[src/rtl/vga_timing_gen.sv]
// Raster timing generator: 800x600@60 pixel coordinates, syncs, video_on and line/frame ticks.
// Define VGA_FRAME_COUNT_EN to add the 16-bit frame_cnt output.
module vga_timing_gen #(
    parameter int PIX_DIV = 1,
    parameter int H_VIS   = 800,
    parameter int H_FP    = 40,
    parameter int H_SYNC  = 128,
    parameter int H_BP    = 88,
    parameter int V_VIS   = 600,
    parameter int V_FP    = 1,
    parameter int V_SYNC  = 4,
    parameter int V_BP    = 23
) (
    input  logic        clk,
    input  logic        reset,
    output logic [10:0] X,
    output logic [10:0] Y,
    output logic        hsync,
    output logic        vsync,
    output logic        video_on,
    output logic        pix_en,
    output logic        line_tick,
`ifdef VGA_FRAME_COUNT_EN
    output logic        frame_tick,
    output logic [15:0] frame_cnt
`else
    output logic        frame_tick
`endif
);

    localparam int H_TOTAL = H_VIS + H_FP + H_SYNC + H_BP;
    localparam int V_TOTAL = V_VIS + V_FP + V_SYNC + V_BP;
    localparam int DIV_W   = (PIX_DIV > 1) ? $clog2(PIX_DIV) : 1;

    localparam logic [DIV_W-1:0] DIV_LAST = DIV_W'(PIX_DIV - 1);
    localparam logic [10:0] X_LAST   = 11'(H_TOTAL - 1);
    localparam logic [10:0] Y_LAST   = 11'(V_TOTAL - 1);
    localparam logic [10:0] Y_FRAME  = 11'(V_VIS - 1);
    localparam logic [10:0] X_VIS    = 11'(H_VIS);
    localparam logic [10:0] Y_VIS    = 11'(V_VIS);
    localparam logic [10:0] HS_FIRST = 11'(H_VIS + H_FP);
    localparam logic [10:0] HS_LAST  = 11'(H_VIS + H_FP + H_SYNC - 1);
    localparam logic [10:0] VS_FIRST = 11'(V_VIS + V_FP);
    localparam logic [10:0] VS_LAST  = 11'(V_VIS + V_FP + V_SYNC - 1);

    if (H_TOTAL > 2047 || V_TOTAL > 2047) begin : g_range_check
        $error("vga_timing_gen: H_TOTAL/V_TOTAL exceed the 11-bit counter range");
    end
    if (PIX_DIV < 1) begin : g_div_check
        $error("vga_timing_gen: PIX_DIV must be at least 1");
    end

    logic [DIV_W-1:0] div_cnt;
    logic [10:0]      x_nxt;
    logic [10:0]      y_nxt;

    always_ff @(posedge clk) begin
        if (reset) begin
            div_cnt <= '0;
        end else if (div_cnt == DIV_LAST) begin
            div_cnt <= '0;
        end else begin
            div_cnt <= div_cnt + 1'b1;
        end
    end

    assign pix_en = (div_cnt == DIV_LAST);

    always_comb begin
        x_nxt = X;
        y_nxt = Y;
        if (pix_en) begin
            if (X == X_LAST) begin
                x_nxt = '0;
                y_nxt = (Y == Y_LAST) ? '0 : Y + 11'd1;
            end else begin
                x_nxt = X + 11'd1;
            end
        end
    end

    // Sync/blank flags are decoded from x_nxt/y_nxt so the registered flags line up with X/Y.
    always_ff @(posedge clk) begin
        if (reset) begin
            X        <= '0;
            Y        <= '0;
            hsync    <= 1'b0;
            vsync    <= 1'b0;
            video_on <= 1'b1;
        end else begin
            X        <= x_nxt;
            Y        <= y_nxt;
            hsync    <= (x_nxt >= HS_FIRST) && (x_nxt <= HS_LAST);
            vsync    <= (y_nxt >= VS_FIRST) && (y_nxt <= VS_LAST);
            video_on <= (x_nxt < X_VIS) && (y_nxt < Y_VIS);
        end
    end

    assign line_tick  = pix_en & (X == X_LAST);
    assign frame_tick = line_tick & (Y == Y_FRAME);

`ifdef VGA_FRAME_COUNT_EN
    always_ff @(posedge clk) begin
        if (reset) begin
            frame_cnt <= '0;
        end else if (frame_tick) begin
            frame_cnt <= frame_cnt + 16'd1;
        end
    end
`endif

    x_in_range: assert property (@(posedge clk) disable iff (reset) X <= X_LAST);
    y_in_range: assert property (@(posedge clk) disable iff (reset) Y <= Y_LAST);
    y_moves_on_wrap: assert property (@(posedge clk) disable iff (reset) !line_tick |=> $stable(Y));

endmodule

[config.mk]
export PLATFORM = sky130hd
export DESIGN_NAME = vga_timing_gen
export DESIGN_NICKNAME = d
export VERILOG_FILES = /design/src/rtl/vga_timing_gen.sv
export SDC_FILE = /design/constraint.sdc
export NUM_CORES = 1
export LEC_CHECK = 0
export ABC_CLOCK_PERIOD_IN_PS = 4100
export CORE_MARGIN = 5
export CORE_UTILIZATION = 55
export CTS_CLUSTER_SIZE = 28
export DETAILED_ROUTE_END_ITERATION = 10
export PLACE_DENSITY = 0.93
export SLEW_MARGIN = 10
export SYNTH_ARGS = -nofsm -noshare
export SYNTH_HDL_FRONTEND = slang
export SYNTH_SLANG_ARGS = --single-unit
export TNS_END_PERCENT = 10
[constraint.sdc]
create_clock -name clk -period 4.1 [get_ports clk]
set_input_delay 0.82 -clock clk [delete_from_list [all_inputs] [get_ports clk]]
set_output_delay 0.82 -clock clk [all_outputs]
set_load 0.1 [all_outputs]
### Yosys cells after proc, flatten, opt, wreduce, memory -nomap -nowiden

Cells that the tools add are included.

* register bits after elaboration: 26
* output and inout port bits: 28
* logic and storage cells: 30
* input port bits: 2

* order comparisons: 6
* eq/ne operators: 3
* bitwise gates (word level): 3
* reduce and logical (&&, ||, !) cells: 4
* muxes and demuxes: 5
* $add $sub $neg: 3

Operator list (count)
* 11-bit 2-to-1 mux: 5
* 11-bit by 1-bit adder with 11-bit output (second input constant): 2
* 11-bit by 10-bit equality test with 1-bit output (second input constant): 2
* 11-bit by 10-bit greater-or-equal comparator with 1-bit output (second input constant): 2
* 11-bit by 10-bit less-or-equal comparator with 1-bit output (second input constant): 2
* 11-bit by 10-bit less-than comparator with 1-bit output (second input constant): 2
* 11-bit equality test (second input constant): 1
* 1-bit logical AND: 3
* 1-bit bitwise AND: 2
* 2-bit OR reduction: 1
* 1-bit adder (second input constant): 1
* 1-bit NOT: 1

### Depth between registers and ports, before layout

* depth after elaboration: 6
* depth in mapped cells: 9
* depth with buffers taken out: 7

### Worst setup path before layout

No wires, ideal clock.

* path type: register to output
* start point: reg X[0]
* end point: out frame_tick
* path buffers: 2
* cell stages (with the launch flop): 7
* required time: 3.280 ns
* arrival time: 5.077 ns
* setup slack: -1.797 ns
* cells stage by stage: dfxtp_1 > ha_1 > and4b_1 > buf_6 > and3_2 > buf_4 > nor4bb_1

* longest elaborated chain between the ends: 3

Ends and longest elaborated chain
* start: declaration: line 16 `output logic [10:0] X,`
* start signal: assignment: line 91 `X <= x_nxt;`
* 11-bit equality test: line 99 `assign line_tick = pix_en & (X == X_LAST);`
* 1-bit bitwise AND: line 99
* named net line_tick: line 22 `output logic line_tick,`
* 1-bit bitwise AND: line 100 `assign frame_tick = line_tick & (Y == Y_FRAME);`
* end: declaration: line 27 `output logic frame_tick`

The timed path passes the listed nets, and every way through them passes these cells.

### Final worst setup path

* start point: reg X[0]
* end point: out frame_tick

* longest elaborated chain between the ends: 3

Ends and longest elaborated chain (line)
* 11-bit equality test: 99
* 1-bit bitwise AND: 99
* 1-bit bitwise AND: 100

No other way between the ends.

==> impl_metrics.csv <==
group,metric,value,unit
synth,synth_top_area_share,32.1,%
worst_setup_path,worstPathArrival,2300,ps
floorplanning,core-area,0.00278,mm²
synth,synth_edf_count,0,
sta,worst_slew_pin_slew,979,ps
floorplanning,die_h,64.3,µm
cts,numCtsBuffers,3,
grt,grt_max_degree,15,
grt,grt_overflow,0,
cts,ctsResizeCount,0,
synth,synth_seq_cells,26,
drt,wl_per_cell,15.4,µm
synth,avgSynthCellArea,8.15,µm²
worst_setup_path,cp.buffers_inverters,1,
sta,finalSetupViolCount,0,
synth,synth_seq_area_share,32.1,%
synth,syn-num-nets,203,
drt,drc,0,
sta,max_clock_freq,320,MHz
worst_setup_path,crit_chain,"ha_1, and4b_1, and3_2, nor4bb_4, buf_4",
layout,final_util,68.8,%
sta,finalCriticalPeriod,3120,ps
place,gp_congestion,0.885,
drt,num_vias,1553,
grt,antenna_found_initial,0,
cts,cts_sinks,26,
cts,clk_pin_slew_worst_paths,130,ps
worst_setup_path,cp_data_required_time,3280,ps
worst_setup_path,reg2reg_depth,7,
power_and_ir_drop,power,0.000439,W
power_and_ir_drop,power.density,229,mW/mm²
power_and_ir_drop,leakage,0.630,nW
grt,grt_pass1_wl,6.57,mm
floorplanning,design.die.area,0.00414,mm²
floorplanning,initial_utilization,58.3,%
worst_setup_path,rrSetupSlack,1260,ps
cts,clkLatencyLatePin,320,ps
status,outcome,"complete, no violations",
place,dp_slack,1350,ps
synth,synth_area_leader_cell,"dfxtp_1",
cts,hold_buffers,0,
floorplanning,io_pins,30,
worst_setup_path,critPathMaxFanout,11,
synth,synth_ff_type,"dfxtp_1",
drt,antenna_left,0,
worst_setup_path,cpPeakStageDelay,440,ps
sta,fin_skew,1.49,ps
grt,grt_pass1_vias,1420,
sta,hold_viol_final,0,
floorplanning,die_w,64.3,µm
worst_setup_path,cp.depth,5,
synth,ys_top_cells_by_count,"nor2_1 (31), dfxtp_1 (26), nand2_1 (17)",
sta,min_period_over_period,76.1,%
layout,antenna_cells,0,
layout,multi_input_area,0.00101,mm²
sta,fin_setup_tns,0,ps
drt,drt_iter0_drc,133,
sta,rsz0062_at_grt,"no",
synth,async_flop_share,0,%
worst_setup_path,cpMaxStageDelayCell,"and4b_1",
layout,area_delta_synth_final,18.0,%
synth,ys_types,61,
place,dp_hpwl,2.80,mm
synth,yosys.cell_count.top_type,"nor2_1",
cts,cts_tree,"built",
min_path,hp-class,"reg -> reg",
power_and_ir_drop,ir_worst_vdd,0.000199,V
sta,worst_slack,980,ps
cts,cts-root-buf,"clkbuf_4",
worst_setup_path,cp-start-kind,"flip-flop",
sta,maxSlewViolCount,0,
drt,vias_per_cell,6.24,
layout,regArea,520,µm²
worst_setup_path,worst-setup-path-type,"reg -> out",
cts,htreeDepth,1,
worst_setup_path,crit_family,"simple AND/OR/NAND/NOR gates",
sta,max_slew_margin,34.5,%
synth,synthCells,199,
cts,cts_setup_buffers,0,
worst_setup_path,worst_setup_path_end_kind,"output port",
layout,nFillCells,230,
grt,track_usage,19.2,%
layout,fin_nets,223,
drt,drt_wl_total,3.84,mm
synth,synth_area_leaders,"dfxtp_1 (32%), nor2_1 (7.2%), nand2_1 (3.9%)",
cts,clockBufferDepth,2,
drt,first_pass_iters,4,
synth,ys_warn_count,0,
floorplanning,core.rowCount,19,
min_path,worstHoldPathCells,1,
synth,syn-cell-area,0.00162,mm²
place,portBuffers,29,
layout,drive_gt1_share,8.26,%
flow_run,drv_cap,0,
[worst paths after layout]
path	from	to
setup reg to reg	X[0]$_SDFF_PP0_	vsync$_SDFF_PP0_
setup / recovery	X[0]$_SDFF_PP0_	frame_tick
hold reg to reg	X[10]$_SDFF_PP0_	hsync$_SDFF_PP0_
hold / removal	X[10]$_SDFF_PP0_	hsync$_SDFF_PP0_
[sequential cells by signal (all words and copies together), names as in the netlist]
register and cells:
X 11, Y 11, div_cnt 1, hsync 1, video_on 1, vsync 1
[cell usage in the layout, fill, tap and decap left out, types with 3 or more instances in the layout]
cell type,instances
a21oi_1,8
and3_1,3
clkbuf_4,3
clkdlybuf4s50_1,27
dfxtp_1,26
inv_1,7
nand2_1,17
nand3_1,7
nand4_1,5
nor2_1,31
nor3_1,8
nor4b_1,3
o21ai_0,3
o22ai_1,3
o31a_1,3
xnor2_1,7
xor2_1,6
[metal layers]
metal | global-route usage [%] | routed length, µm
met5 | 0 | 0
met3 | 3.15 | 235
met4 | 9.16 | 44
met2 | 31.7 | 1870
met1 | 23.9 | 1690
[power by group]
| group | switching [W] | internal [W] |
|---|---|---|
| registers | 0.00000547 | 0.000256 |
| clock network | 0.0000741 | 0.0000544 |
| logic | 0.0000366 | 0.0000122 |
[through the flow]
step           hold WS, ps  area, µm²  std cells
2_1_floorplan          661       1640        199
3_3_place_gp           500       1880        245
3_5_place_dp           504       1880        245
4_1_cts                532       1910        249
5_1_grt                570       1910        249
6_report               540       1910        249
[kinds of logic after synthesis]
kind of cell / synth area share, %
fa+ha+maj: 1.54
simple gates: 32.6
xor+xnor: 7.02
compound gates: 18.5
mux: 1.23
buf+inv: 6.78
flops: 32.1
other cells: 0.231
[area by class of cell]
type | count | share of cell area [%]
Multi-Input combinational cell | 152 | 52.6
Timing Repair Buffer | 29 | 14.9
Tap cell | 31 | 2.03
Inverter | 7 | 1.37
Clock buffer | 4 | 1.90
Sequential cell | 26 | 27.2
Power figures use the tool's default switching activity.
